`src/rtl/dft_scan_buf.sv`:
```
// Scan capture buffer: shifts 32 bits from a DUT scan chain into a word FIFO
// and dumps stored words one at a time, with soft clear / rewind controls.
module dft_scan_buf #(
  parameter int DEPTH = 32,
  parameter int AW    = 5
) (
  input  logic          clk,
  input  logic          reset,
  input  logic          buf_val_op,
  input  logic          buf_op,
  input  logic          buf_sin_sel,
  input  logic          buf_reset,
  input  logic          sc_sout,
  output logic          buf_op_ack,
  output logic          buf_op_commit,
  output logic          buf_scaning,
  output logic [31:0]   buf_dout,
  output logic [AW:0]   buf_count,
  output logic          buf_ovf
);

  typedef enum logic [2:0] {IDLE, SHIFT, WCOMMIT, RFETCH, RCOMMIT} state_t;

  localparam logic [AW:0] FULL = (AW+1)'(DEPTH);

  state_t        state, state_nxt;
  logic [31:0]   mem [DEPTH];
  logic [31:0]   sreg;
  logic [4:0]    bit_cnt;
  logic [AW-1:0] wr_ptr, rd_ptr;
  logic [AW:0]   wr_total;

  logic shift_bit, flush, room, commit_wr, store, drop, pop;

  assign buf_op_ack = (state == IDLE) & buf_val_op & ~buf_reset;
  assign shift_bit  = buf_sin_sel & sc_sout;
  // A rewind during SHIFT keeps whatever bits were already captured.
  assign flush      = buf_reset & buf_op & (state == SHIFT) & (bit_cnt != 5'd0);
  assign room       = buf_count < FULL;
  assign commit_wr  = (state == WCOMMIT) & ~buf_reset;
  assign store      = (commit_wr | flush) & room;
  assign drop       = (commit_wr | flush) & ~room;
  assign pop        = (state == RCOMMIT) & ~buf_reset & (buf_count != '0);

  always_ff @(posedge clk or negedge reset) begin
    if (!reset) state <= IDLE;
    else        state <= state_nxt;
  end

  always_comb begin
    state_nxt = state;
    if (buf_reset) begin
      state_nxt = IDLE;
    end else begin
      case (state)
        IDLE:    if (buf_op_ack) state_nxt = buf_op ? RFETCH : SHIFT;
        SHIFT:   if (bit_cnt == 5'd31) state_nxt = WCOMMIT;
        WCOMMIT: state_nxt = IDLE;
        RFETCH:  state_nxt = RCOMMIT;
        RCOMMIT: state_nxt = IDLE;
        default: state_nxt = IDLE;
      endcase
    end
  end

  always_ff @(posedge clk or negedge reset) begin
    if (!reset) begin
      sreg          <= '0;
      bit_cnt       <= '0;
      wr_ptr        <= '0;
      rd_ptr        <= '0;
      wr_total      <= '0;
      buf_count     <= '0;
      buf_ovf       <= 1'b0;
      buf_dout      <= '0;
      buf_op_commit <= 1'b0;
      buf_scaning   <= 1'b0;
    end else begin
      buf_scaning   <= (state_nxt == SHIFT);
      buf_op_commit <= (state_nxt == WCOMMIT) || (state_nxt == RCOMMIT);

      if (buf_op_ack && !buf_op) begin
        sreg    <= '0;
        bit_cnt <= '0;
      end else if (state == SHIFT && !buf_reset) begin
        sreg    <= {shift_bit, sreg[31:1]};
        bit_cnt <= bit_cnt + 5'd1;
      end

      if (state == RFETCH && !buf_reset)
        buf_dout <= (buf_count == '0) ? 32'h0 : mem[rd_ptr];

      if (store) begin
        wr_ptr <= wr_ptr + 1'b1;
        if (wr_total != FULL) wr_total <= wr_total + 1'b1;
      end
      if (drop) buf_ovf <= 1'b1;

      if (buf_reset && !buf_op) begin
        wr_ptr    <= '0;
        rd_ptr    <= '0;
        wr_total  <= '0;
        buf_count <= '0;
        buf_ovf   <= 1'b0;
      end else if (buf_reset) begin
        // Rewind: everything written this session becomes readable again.
        rd_ptr    <= '0;
        buf_count <= (store && wr_total != FULL) ? wr_total + 1'b1 : wr_total;
      end else begin
        if (store)    buf_count <= buf_count + 1'b1;
        else if (pop) buf_count <= buf_count - 1'b1;
        if (pop)      rd_ptr    <= rd_ptr + 1'b1;
      end
    end
  end

  always_ff @(posedge clk) begin
    if (store) mem[wr_ptr] <= sreg;
  end

endmodule

```
`config.mk`:
```
export PLATFORM = sky130hd
export DESIGN_NAME = dft_scan_buf
export DESIGN_NICKNAME = d
export VERILOG_FILES = /design/src/rtl/dft_scan_buf.sv
export SDC_FILE = /design/constraint.sdc
export NUM_CORES = 1
export LEC_CHECK = 0
export CAP_MARGIN = 15
export CORE_MARGIN = 8
export CORE_UTILIZATION = 65
export CTS_BUF_LIST = sky130_fd_sc_hd__clkbuf_8
export CTS_CLUSTER_DIAMETER = 80
export DETAILED_ROUTE_END_ITERATION = 6
export GPL_ROUTABILITY_DRIVEN = 0
export PLACE_DENSITY = 0.82
export SYNTH_ARGS = -nofsm -noshare
export SYNTH_HDL_FRONTEND = slang
export SYNTH_SLANG_ARGS = --single-unit
```
`constraint.sdc`:
```
create_clock -name clk -period 5.2 [get_ports clk]
set_clock_uncertainty 0.05 [all_clocks]
set_input_delay 1.56 -clock clk [delete_from_list [all_inputs] [get_ports clk]]
set_output_delay 1.56 -clock clk [all_outputs]
set_load 0.03 [all_outputs]
```
# Word-level counts from Yosys, hierarchy flattened
# Memory sizes are Yosys's and may differ from the RTL's.
# Cells that the tools add are included.
classes:
  n_reduce_logical: 19
  addsub: 6
  n_bitwise: 14
  n_mux: 27
  n_eq_ne: 9
  order_cmp: 1
op_table:
  columns: ["cell", "n"]
  rows:
  - ["$mux W32", 3]
  - ["$mux W6", 8]
  - ["$mux W5", 7]
  - ["$add A5 B1 Y5 const B", 3]
  - ["$add A6 B1 Y6 const B", 2]
  - ["$and A1 B1 Y1", 11]
  - ["$eq A3 B2 Y1 const B", 3]
  - ["$mux W3", 3]
  - ["$pmux W3 S3", 1]
  - ["$reduce_bool A2 Y1", 4]
  - ["$eq A3 B1 Y1 const B", 2]
  - ["$eq A3 B3 Y1 const B", 2]
  - ["$logic_not A6 Y1", 1]
  - ["$lt A6 B6 Y1 const B", 1]
  - ["$ne A6 B6 Y1 const B", 1]
  - ["$reduce_bool A6 Y1", 1]
  - ["$sub A6 B1 Y6 const B", 1]
  - ["$eq A5 B5 Y1 const B", 1]
  - ["$logic_and A1 B1 Y1", 5]
  - ["$reduce_bool A5 Y1", 1]
  - ["$mux W1", 4]
  - ["$reduce_bool A4 Y1", 1]
  - ["$logic_not A3 Y1", 1]
  - ["$reduce_bool A3 Y1", 1]
  - ["other kinds (6)", 8]
totals:
  ff_bits: 97
  elab_cells: 88
  output_inout_bits: 42
  ramBits: 1024
  memories: 1
memory_table:
  columns: ["memory", "words", "word_bits", "rd", "rd_clocked_by_memory_dff", "write_ports", "line_no", "source"]
  rows:
  - ["mem", 32, 32, 1, 0, 1, "27", "logic [31:0] mem [DEPTH];"]

# Depth between registers and ports, before layout
depth:
  depth_word: 9
  depth_mapped: 12
  depth_no_buf: 12

# Worst setup path before layout
# No wires, ideal clock.
synth_path:
  kind: "input to register"
  start: "input port buf_reset"
  end: "memory mem[30][0] (enable)"
  required_ps: 4729
  slack_ps: 568
  t_arrival_ps: 4161
  setup_time_ps: 421
  n_path_buf: 1
  cell_stages: 7
  path_cell_list: "buf_6 -> nand2_2 -> o32ai_1 -> nand3_1 -> clkinv_1 -> nand2_1 -> nor2_1"
synth_between:
  elab_chain_len: 7
synth_rtl:
  columns: ["element", "line_no", "source"]
  rows:
  - ["start, declared", "12", "input logic buf_reset,"]
  - ["$and A1 B1 Y1 (3 in series)", "38", "assign flush = buf_reset & buf_op & (state == SHIFT) & (bit_cnt != 5'd0);"]
  - ["$or A1 B1 Y1 (*)", "41", "assign store = (commit_wr | flush) & room;"]
  - ["$and A1 B1 Y1 (*)", "41", null]
  - ["$mux W1 (*)", "118", "if (store) mem[wr_ptr] <= sreg;"]
  - ["$mux W1 (implied by the code) (*)", "118", null]
  - ["end, declared", "27", null]
# Mark *: on every way between the ends. The rest lies on a longest branch, timed or not.

# Worst setup path after layout
layout_path:
  start: "input port buf_reset"
  end: "output port buf_op_ack"
layout_between:
  elab_chain_len: 2
layout_rtl:
  columns: ["element", "line_no", "source"]
  rows:
  - ["$not A1 Y1", "35", "assign buf_op_ack = (state == IDLE) & buf_val_op & ~buf_reset;"]
  - ["$and A1 B1 Y1", "35", null]
  - ["end, declared", "14", "output logic buf_op_ack,"]
# Every way passes these cells.

==> impl_metrics.csv <==
group,metric,value,unit
status,status,"finished clean",
timing,hold_violations,0,
clocking,cts-hold-fix-buffers,0,
yosys,yosysWarnings,0,
timing,tightest_slew,1.309,ns
critical_path,crit_type,"in2out",
clocking,cts_root_buf,"clkbuf_8",
timing,finalSetupViolCount,0,
clocking,cts_made_buffers,166,
grt,grt_usage,27.79,%
pwr,powerDensity,342.4,nW/um2
detailed_routing,drc,0,
layout,fin_cells,3439,
clocking,cts_setup_buffers,0,
yosys,syn_inst,2243,
pwr,ir_drop,274.5,uV
grt,grt_max_degree,60,
timing,period_needed,4.626,ns
yosys,yosysUniqueCellTypes,58,
pwr,leakage,15.66,nW
die,dieArea,75170,um2
die,rows,94,
layout,fillers,3427,
layout,syn_to_final_growth,13.32,%
detailed_routing,via_count,23510,
hold_path,hp-class,"reg2reg",
placed_design,dp_hpwl,62090,um
detailed_routing,avgRoutedWirePerCell,30.56,um
yosys,synth_area,43320,um2
clocking,cts_tree,"yes",
die,floorplan.initialDensity,65.78,%
yosys,synth_top_cell_area_share,70.98,%
yosys,synth_enable_flop_cells,1024,
detailed_routing,finalWirelength,105100,um
yosys,synthArstFlopShare,8.653,%
die,die_height,274.2,um
yosys,yosysSeqAreaShare,76.58,%
die,core_area,65860,um2
critical_path,worstPathArrival,3.02,ns
grt,antenna_found_initial,3,
yosys,ys_ff_latch,1121,
timing,max_freq,216.2,MHz
timing,min_period_over_period,88.96,%
yosys,synth_common_cells,"edfxtp_1 (1024), mux2i_1 (200), mux4_2 (157)",
grt,gr-total-overflow,0,
clocking,cts_buffer_depth,3,
detailed_routing,drtPass1Iterations,6,
detailed_routing,antenna_left,0,
die,die_x,274.2,um
critical_path,required,3.59,ns
layout,layout-drive-gt1-share,21.91,%
die,ios,49,
timing,grt_setup_unrepaired,"false",
flow_run,cap_violations,0,
layout,nets,2462,
detailed_routing,vias_per_cell,6.837,
clocking,ctsResizeCount,0,
clocking,clkTransAtPathRegs,0.05,ns
grt,grt_pass1_vias,24300,
critical_path,cp_max_fo,15,
yosys,avgSynthCellArea,19.32,um2
yosys,ys.flop_type,"edfxtp_1",
critical_path,end_kind,"output pin",
grt,grt_pass1_wl,153100,um
critical_path,crit_path_start_kind,"input pin",
clocking,clock_sinks,1121,
timing,finalSetupTns,0,ns
placed_design,numPortBuffers,48,
clocking,worstSkewPairLatency,0.83,ns
yosys,yosysMostFrequentCell,"edfxtp_1",
detailed_routing,drt-initial-drc-count,3110,
placed_design,dp.cells,3120,
timing,slew_headroom,12.75,%
clocking,htreeDepth,4,
layout,fin_util,74.54,%
yosys,synth_nets,2265,
yosys,yosysTopAreaCell,"edfxtp_1",
yosys,synthTopCellsByArea,"edfxtp_1 (71%), mux4_2 (8.2%), dfrtp_1 (5.6%)",
timing,final_max_slew_viol_count,0,
==> registers in the layout, summed over array words and instances, names as in the netlist <==
signal         cells
mem             1024
wr_total           6
state              3
buf_scaning        1
sreg              32
buf_ovf            1
buf_dout          32
rd_ptr             5
bit_cnt            5
buf_count          6
wr_ptr             5
buf_op_commit      1
==> cell usage in the layout, fill, tap and decap left out, drive strengths merged, types with 3 or more instances in the layout <==
master | Yosys | layout
edfxtp | 1024 | 1024
mux2i | 200 | 200
clkbuf | 80 | 176
mux4 | 157 | 157
buf | 53 | 116
a21oi | 99 | 99
dfrtp | 97 | 97
inv | 15 | 94
nand2 | 85 | 85
o221ai | 62 | 62
nor2 | 62 | 62
clkdlybuf4s50 | 0 | 46
clkinv | 1 | 41
o21ai | 37 | 37
o22ai | 35 | 35
a211oi | 34 | 34
mux2 | 32 | 32
a31oi | 32 | 32
a22o | 31 | 31
ha | 14 | 14
xnor2 | 11 | 11
nand3 | 9 | 9
xor2 | 8 | 8
nand4 | 7 | 7
a22oi | 6 | 6
nor2b | 5 | 5
or3b | 4 | 4
nand3b | 4 | 4
nor3 | 4 | 4
bufinv | 0 | 4
nand2b | 4 | 4
or3 | 3 | 3
clkinvlp | 0 | 3
==> final timing paths <==
kind | to | slack (ns) | cells after the start | from
max | buf_op_ack | 0.57 | 6 | buf_reset
min reg2reg | buf_dout[3] | 0.45 | 2 | buf_dout[3]
min in group asynchronous | bit_cnt[1] | 0.83 | 1 | reset
max in group asynchronous | buf_dout[15] | 3.31 | 2 | reset
max reg2reg | buf_dout[21] | 1.60 | 6 | rd_ptr[0]
min | buf_dout[3] | 0.45 | 2 | buf_dout[3]
==> cell families (layout without fill, tap and decap cells) <==
logic type	count (synthesis)	after routing	synth area share (%)
other cells	0	1	0
buf+inv	149	480	1.490
flops	1121	1121	76.58
xor+xnor	19	19	0.3841
compound gates	351	351	5.412
mux	389	389	13.61
simple gates	199	199	2.071
fa+ha+maj	15	15	0.4505
==> critical path, cell delays in order <==
cell and delay [ns]:
clkdlybuf4s50_1 0.44, buf_4 0.21, nor2_1 0.31, nand3_1 0.23
inv_1 0.10, buf_4 0.16
==> report_power, final <==
group          internal, mW  total, mW  switching [mW]
clock                  3.35       6.67            3.32
combinational         0.127      0.321           0.194
sequential             9.76       9.81          0.0534
==> per-layer routing <==
| layer | share of wire, % | routed length (um) | vias to the layer above | global-route usage (%) |
|---|---|---|---|---|
| met5 | 0.015 | 16 | - | 0 |
| met4 | 4.9 | 5100 | 2 | 14.25 |
| met3 | 11 | 11580 | 311 | 7.196 |
| met2 | 48 | 50970 | 1698 | 43.61 |
| met1 | 36 | 37440 | 11920 | 36.18 |
| li1 | - | - | 9587 | - |
==> area by class of cell <==
type / count / area (um2) / area share, %
sequential: 1121 / 33190 / 67.61
timing repair buffer: 162 / 1889 / 3.848
tap: 864 / 1081 / 2.202
clock inverter: 126 / 680.7 / 1.386
multi-input combinational: 973 / 9768 / 19.90
antenna: 1 / 2.502 / 0.005097
inverter: 16 / 60.06 / 0.1223
clock buffer: 176 / 2422 / 4.934
==> stage by stage <==
step	instance area (um2)	hold WS [ns]	power (mW)	setup WS, ns
CTS	48660	0.4580	16.84	0.6032
global placement	45560	0.4338	10.30	0.5555
floorplan	43320	0.4797	10.17	0.5679
global route	49090	0.4703	17.28	0.5324
finish	49090	0.4514	16.81	0.5743
detailed placement	45560	0.4402	10.31	0.4030
No activity file was read; power rests on OpenSTA's default activity.
